## config.mk

```make
export PLATFORM = sky130hd
export DESIGN_NAME = reg_bus_initiator
export DESIGN_NICKNAME = d
export VERILOG_FILES = /design/src/rtl/reg_bus_initiator.sv
export SDC_FILE = /design/constraint.sdc
export NUM_CORES = 1
export LEC_CHECK = 0
export ABC_AREA = 0
export CAP_MARGIN = 10
export CORE_MARGIN = 2
export CORE_UTILIZATION = 45
export CTS_BUF_LIST = sky130_fd_sc_hd__clkbuf_4 sky130_fd_sc_hd__clkbuf_8 sky130_fd_sc_hd__clkbuf_16
export DETAILED_ROUTE_END_ITERATION = 8
export DONT_BUFFER_PORTS = 1
export PLACE_DENSITY = 0.66
export SLEW_MARGIN = 0
export SYNTH_ARGS = -nofsm -noshare
export SYNTH_HDL_FRONTEND = slang
export SYNTH_SLANG_ARGS = --single-unit
```

## constraint.sdc

```tcl
create_clock -name clk -period 2.4 [get_ports clk]
set_clock_uncertainty 0.15 [all_clocks]
set_input_delay 0.24 -clock clk [delete_from_list [all_inputs] [get_ports clk]]
set_output_delay 0.24 -clock clk [all_outputs]
set_load 0.02 [all_outputs]
```

## src/rtl/reg_bus_initiator.sv

```systemverilog
// Synchronous initiator for the asynchronous register bus: turns one valid/ready
// request into en/rd/wr strobes with programmable setup, strobe and hold phases.
module reg_bus_initiator #(
  parameter int ADDR_WIDTH    = 16,
  parameter int DATA_WIDTH    = 16,
  parameter int SETUP_CYCLES  = 1,
  parameter int STROBE_CYCLES = 2,
  parameter int HOLD_CYCLES   = 1
) (
  input  logic                  clk,
  input  logic                  reset,
  input  logic                  req_valid,
  output logic                  req_ready,
  input  logic                  req_write,
  input  logic [ADDR_WIDTH-1:0] req_addr,
  input  logic [DATA_WIDTH-1:0] req_data,
  input  logic [1:0]            req_be,
  output logic                  done,
  output logic [DATA_WIDTH-1:0] rdata,
  output logic                  bus_en,
  output logic                  bus_rd,
  output logic                  bus_wr,
  output logic [1:0]            bus_be,
  output logic [ADDR_WIDTH-1:0] bus_addr,
  output logic [DATA_WIDTH-1:0] bus_data_out,
  input  logic [DATA_WIDTH-1:0] bus_data_in
);

  // Handshake: a request transfers on the rising clk edge where req_valid and
  // req_ready are both high; the requester holds req_* stable until then.

  typedef enum logic [1:0] {
    IDLE   = 2'd0,
    SETUP  = 2'd1,
    STROBE = 2'd2,
    HOLD   = 2'd3
  } state_t;

  localparam logic [7:0] SETUP_LOAD  = 8'(SETUP_CYCLES - 1);
  localparam logic [7:0] STROBE_LOAD = 8'(STROBE_CYCLES - 1);
  localparam logic [7:0] HOLD_LOAD   = 8'(HOLD_CYCLES - 1);

  state_t     state;
  logic [7:0] cnt;
  logic       is_write;

  // Every bus output is a flop loaded with the value it must hold in the
  // state being entered, so nothing on the bus depends combinationally on req_*.
  always_ff @(posedge clk) begin
    if (reset) begin
      state        <= IDLE;
      cnt          <= 8'd0;
      is_write     <= 1'b0;
      req_ready    <= 1'b1;
      done         <= 1'b0;
      rdata        <= '0;
      bus_en       <= 1'b0;
      bus_rd       <= 1'b0;
      bus_wr       <= 1'b0;
      bus_be       <= 2'b00;
      bus_addr     <= '0;
      bus_data_out <= '0;
    end else begin
      done <= 1'b0;
      case (state)
        IDLE: begin
          if (req_valid && req_ready) begin
            state        <= SETUP;
            cnt          <= SETUP_LOAD;
            is_write     <= req_write;
            bus_addr     <= req_addr;
            bus_data_out <= req_data;
            bus_be       <= req_be;
            bus_en       <= 1'b1;
            req_ready    <= 1'b0;
          end
        end
        SETUP: begin
          if (cnt == 8'd0) begin
            state  <= STROBE;
            cnt    <= STROBE_LOAD;
            bus_wr <= is_write;
            bus_rd <= ~is_write;
          end else begin
            cnt <= cnt - 8'd1;
          end
        end
        STROBE: begin
          if (cnt == 8'd0) begin
            state  <= HOLD;
            cnt    <= HOLD_LOAD;
            bus_wr <= 1'b0;
            bus_rd <= 1'b0;
            // Sample on the last strobe cycle, once the register file has settled.
            if (!is_write) begin
              rdata <= bus_data_in;
            end
          end else begin
            cnt <= cnt - 8'd1;
          end
        end
        HOLD: begin
          if (cnt == 8'd0) begin
            state     <= IDLE;
            bus_en    <= 1'b0;
            req_ready <= 1'b1;
            done      <= 1'b1;
          end else begin
            cnt <= cnt - 8'd1;
          end
        end
        default: begin
          state     <= IDLE;
          bus_en    <= 1'b0;
          bus_rd    <= 1'b0;
          bus_wr    <= 1'b0;
          req_ready <= 1'b1;
        end
      endcase
    end
  end

endmodule

```

After elaboration in Yosys (flattened, before gate mapping)
Cells that the tools add are included.
{"block": "totals", "register_bits": 66, "in_bits": 54}
{"block": "op_classes", "addsub": 1, "eq_ne": 8, "muxes": 21, "bitwise_logic": 2, "n_reduce_logical": 12}
{"operator": "8-bit two-way mux", "count": 4}
{"operator": "8-bit case mux with 4 select lines", "count": 1}
{"operator": "2-bit != test, second input constant", "count": 5}
{"operator": "3-bit AND reduction", "count": 3}
{"operator": "8-bit zero test", "count": 1}
{"operator": "2-bit two-way mux", "count": 4}
{"operator": "1-bit case mux with 2 select lines", "count": 4}
{"operator": "2-bit case mux with 4 select lines", "count": 1}
{"operator": "8-bit by 1-bit subtractor with 8-bit output, second input constant", "count": 1}
{"operator": "1-bit two-way mux", "count": 7}
{"operator": "2-bit equality test, second input constant", "count": 2}
{"operator": "2-bit AND reduction", "count": 2}
{"operator": "4-bit AND reduction", "count": 1}
{"operator": "2-bit nonzero test", "count": 2}
{"operator": "2-bit by 1-bit equality test with 1-bit output, second input constant", "count": 1}
{"operator": "2-bit zero test", "count": 1}
{"operator": "1-bit inverter", "count": 2}
{"operator": "2-bit OR reduction", "count": 1}
{"operator": "1-bit logical AND", "count": 1}

Longest topological paths before layout
{"block": "logic_depth", "word_depth": 3, "depth_mapped": 8}

Worst setup path after synthesis
Ideal clock, no wire load.
{"block": "synth_path", "kind": "register to register", "from": "register state[0]", "to": "register cnt[3]", "arrival_ns": 1.633, "required_time_ns": 2.178, "setup_slack_ns": 0.544, "path_stages_with_launch": 8, "synth_period_minus_slack_ns": 1.856, "cell_sequence": "dfxtp_1 inv_1 ha_1 clkbuf_1 a21bo_2 o211ai_1 or3_2 a21oi_1"}
{"block": "synth_between", "elab_chain_len": 3, "elab_cells_between_ends": 8, "classes_between": "5 x eq/ne; 1 x mux; 2 x reduce/logical"}
{"item": "start: declaration", "line": "43", "text": "state_t state;"}
{"item": "start signal: assignment", "line": "51", "text": "state <= IDLE;"}
{"item": "start signal: assignment", "line": "68", "text": "state <= SETUP;"}
{"item": "start signal: assignment", "line": "80", "text": "state <= STROBE;"}
{"item": "2-bit equality test / 2-bit zero test (equally long branches)", "line": "65", "text": "case (state)"}
{"item": "2-bit != test (no line)"}
{"item": "2-bit AND reduction (no line)"}
{"item": "end signal: assignment", "line": "85", "text": "cnt <= cnt - 8'd1;"}
{"item": "end signal: assignment", "line": "99", "text": "cnt <= cnt - 8'd1;"}
{"item": "end signal: assignment", "line": "109", "text": "cnt <= cnt - 8'd1;"}
{"item": "end: declaration", "line": "44", "text": "logic [7:0] cnt;"}
Several ways; a longest one is shown, not always the timed one.
A chain may end at the register's enable or synchronous reset.

Worst setup path in the final report
{"block": "layout_path", "from": "register cnt[0]", "to": "register bus_rd"}
{"block": "layout_between", "elab_chain_len": 3, "elab_cells_between_ends": 4, "classes_between": "2 x eq/ne; 2 x reduce/logical"}
{"item": "8-bit zero test (*)", "line": "79, 89"}
{"item": "2-bit != test (no line)"}
{"item": "3-bit AND reduction (no line) (*)"}
{"item": "end signal: assignment", "line": "83", "text": "bus_rd <= ~is_write;"}
{"item": "end: declaration", "line": "21", "text": "output logic bus_rd,"}
Every way passes the cells marked *; elsewhere a longest branch is shown, timed or not.

==> summary.txt <==
========================================================================================================
Peak clock frequency supported by timing ..................................................      508 MHz
Combinational share of power ..............................................................        32.3%
Number of max-capacitance violations reported .............................................            0
CTS tree ..................................................................................        built
Detailed-routing iteration count for the pre-antenna-repair pass ..........................            4
Post-CTS setup buffer count ...............................................................            0
Max-Slew Margin vs Limit ..................................................................        62.8%
DR iter-0 viols ...........................................................................          115
Maximum number of pins on one net before global-route repair ..............................           59
Final period utilization ..................................................................        82.1%
Total GRT Usage ...........................................................................        20.5%
Total number of H-tree levels .............................................................            3
Port Buf Inserts ..........................................................................            0
Wire length of the first global-routing pass ..............................................    10,100 um
Core Region ...............................................................................    5570 um^2
Commonest non-fill, non-tap cells in the layout ........................................... sky130_fd_sc_hd__nand2_1 (76), sky130_fd_sc_hd__dfxtp_1 (66), sky130_fd_sc_hd__dlygate4sd3_1 (51)
Fraction of layout cells with a size suffix above 1 .......................................        7.76%
Area grow syn2layout ......................................................................        28.7%
Int Power .................................................................................      2.19 mW
Max Transition Viols Final ................................................................            0
Cell taking the most area after synthesis ................................................. sky130_fd_sc_hd__dfxtp_1
Cell Count, Final, Fillers Out ............................................................          433
Fill count ................................................................................          455
Syn Area/Cell .............................................................................    8.56 um^2
Worst IR Drop VDD .........................................................................   0.000537 V
Most common cell after layout, fill and taps aside ........................................ sky130_fd_sc_hd__nand2_1
Time the final worst path needs with I/O delays and setup .................................      1.97 ns
Delay-heaviest family, CP ................................................................. simple AND/OR/NAND/NOR gates
Relative contribution of the clock network to total power .................................        21.7%
Final Hold Slack ..........................................................................    0.0167 ns
Worst Hold Path EP ........................................................................    req_ready
Req. time, crit path ......................................................................      2.51 ns
Worst setup slack for register-to-register paths ..........................................      0.43 ns
Num CTS Buffers ...........................................................................            9
Clock insertion delay at the later pin of the skew report .................................      0.33 ns
Endpoint of the most critical register-to-register path ...................................       bus_rd
Total DRC errors in the routed layout .....................................................            0
Yosys top cell area share .................................................................        50.5%
CP max stage delay ........................................................................      0.51 ns
Row Count .................................................................................           27
Final weighted congestion in routability-driven placement .................................        0.768
Drt wl/cell ...............................................................................      14.6 um
Share of synthesized area occupied by flip-flops and latches ..............................        50.5%
Status .................................................................................... complete, no violations
Share of async-settable or async-resettable flops after synthesis .........................           0%
Top Ports .................................................................................          109
Post-route core utilization ...............................................................        60.5%
Worst Hold Depth ..........................................................................            3
Root cell of the clock tree ............................................................... sky130_fd_sc_hd__clkbuf_8
Warnings from Yosys .......................................................................            0
Synth top area cells ...................................................................... sky130_fd_sc_hd__dfxtp_1 (50%), sky130_fd_sc_hd__nand2_1 (11%), sky130_fd_sc_hd__a21oi_1 (9.4%), sky130_fd_sc_hd__mux2i_1 (6.5%), sky130_fd_sc_hd__nor2_1 (3.2%)
Vias in the first global route ............................................................        2,125
Pwr dens .................................................................................. 1080 nW/um^2
Die height ................................................................................      80.3 um
Final setup violation count ...............................................................            0
Number of enable flip-flop cells after synthesis ..........................................            0
Transition time at the pin with the least slew margin .....................................     0.554 ns
Switching power summed over all nets ......................................................      1.45 mW
Routed Wire Length ........................................................................      6330 um
Number of sinks driven by the clock tree ..................................................           66
Data arrival time of the critical path ....................................................      2.08 ns
Dominant synthesized flop cell ............................................................ sky130_fd_sc_hd__dfxtp_1
Die Area ..................................................................................    6450 um^2
Total power ...............................................................................      3.65 mW
Buf/Inv on CP .............................................................................            1
Vias after detailed routing ...............................................................        2,274
Type of element launching the critical path ...............................................    flip-flop
Crit path capture type ....................................................................    flip-flop
RSZ-0062 raised after global routing ......................................................           no
HP Start ..................................................................................    req_valid
Number of nets produced by synthesis ......................................................          366
Sequential share of power .................................................................        46.0%
Number of antenna violations at the first check in global routing .........................            0
Synthesized flop and latch total ..........................................................           66
Net count of the finished layout ..........................................................          416
Post-CTS clock slew at the launch and capture registers of the worst setup and hold paths .      0.07 ns
Start-to-end type of the worst setup path ................................................. flip-flop to flip-flop
Critical-path cell with the highest stage delay ........................................... sky130_fd_sc_hd__or4b_1
Maximum clock insertion buffer count ......................................................            2
Initial Util ..............................................................................        47.0%
Static Leak ...............................................................................      1.39 nW
Switching part of the total power .........................................................        39.8%
Residual overflow from global routing .....................................................            0
Horizontal die dimension ..................................................................      80.3 um
Highest net fanout along the worst path ...................................................            6
Tightest Hold Check Type .................................................................. primary input to flip-flop
Distinct cell type count after synthesis ..................................................           36
Count of antenna diodes in the layout .....................................................            0
Number of hold-slack violations in the final timing report ................................            0
Number of cell instances on the worst register-to-register path ...........................            6
Total standard cell area after synthesis ..................................................    2620 um^2
Cells traversed along the worst timing path ............................................... inv_1 > ha_1 > nor3b_2 > nand2_4 > or4b_1 > a21oi_1
Average vias per placed instance ..........................................................         5.25
Reg-to-reg startpoint .....................................................................       cnt[0]
Synthesized netlist cell count ............................................................          306
Total negative slack for setup checks .....................................................         0 ns
Number of antenna-violating nets in the routed design .....................................            0
Placed wire-length estimate ...............................................................      3680 um
# placed instances ........................................................................          365
========================================================================================================
[synth_stat cells (all sizes together), types with 3 or more instances]
library cell,instances
a21oi,49
clkbuf,14
dfxtp,66
ha,6
inv,9
mux2i,17
nand2,77
nand4b,3
nor2,22
nor3,3
o21ai,11
or3,6
[registers in the layout, indices dropped and copies added (netlist names), 2 cells and up]
signal and cells:
rdata 16, bus_data_out 16, state 2, bus_be 2, cnt 8, bus_addr 16
[power groups by stage]
stage          Clock (mW)  Sequential [mW]  Combinational (mW)
2_1_floorplan           0             1.65               0.912
3_3_place_gp            0             1.69                1.06
3_5_place_dp            0             1.70                1.08
4_1_cts             0.828             1.68                1.17
5_1_grt             0.885             1.71                1.33
6_report            0.791             1.68                1.18
[cell families after synthesis]
group | count (synthesis) | synth area share, %
AOI/OAI and AO/OA | 69 | 14.3
xor gates and xnor gates | 1 | 0.335
adders and majority gates | 6 | 2.87
buffers and inverters | 25 | 3.92
DFF | 66 | 50.5
muxes | 17 | 6.50
and+or+nand+nor | 122 | 21.6
[worst register-to-register path: stages, from the launching register on]
cell                      delay, ns
sky130_fd_sc_hd__dfxtp_1       0.33
sky130_fd_sc_hd__inv_1         0.08
sky130_fd_sc_hd__ha_1          0.17
sky130_fd_sc_hd__nor3b_2       0.41
sky130_fd_sc_hd__nand2_4       0.11
sky130_fd_sc_hd__or4b_1        0.52
sky130_fd_sc_hd__a21oi_1       0.14
[metal layers]
metal	vias to the layer above	routed length [um]	track usage, %	part of all wire (%)
li1	1131	-	-	-
met1	1026	2630	23.9	42
met2	105	3000	34.1	47
met3	12	590	7.19	9.3
met4	0	111	8.64	1.8
met5	-	0	0	0
[area by class of cell]
cell class,count,area (um^2),share of cell area [%]
Clock buffer,11,139,4.12
Clock inverter,5,31.3,0.928
Inverter,9,33.8,1.00
Multi-Input combinational cell,215,1190,35.4
Sequential cell,66,1320,39.2
Tap cell,72,90.1,2.67
Timing Repair Buffer,55,561,16.6
[worst max path at each step]
stage | startpoint | to | slack, ns | cells past startpoint
floorplan | state[0] | cnt[3] | 0.54 | 7
global placement | state[1] | cnt[3] | 0.50 | 5
detailed placement | state[1] | cnt[3] | 0.45 | 5
CTS | state[1] | cnt[3] | 0.43 | 5
global route | state[1] | cnt[5] | 0.25 | 5
finish | cnt[0] | bus_rd | 0.43 | 6
[what timing repair did]
| action | in CTS | in global routing |
|---|---|---|
| gates resized for setup | 0 | 0 |
| hold endpoints to repair | 58 | 0 |
| hold buffers | 52 | 0 |
[metrics by stage]
step	setup WS [ns]	cell area [um^2]
after global routing	0.253	3370
after CTS	0.429	3370
final	0.431	3370
after global placement	0.500	2660
after floorplan	0.544	2620
after detailed placement	0.453	2660
Power figures use the tool's default switching activity.
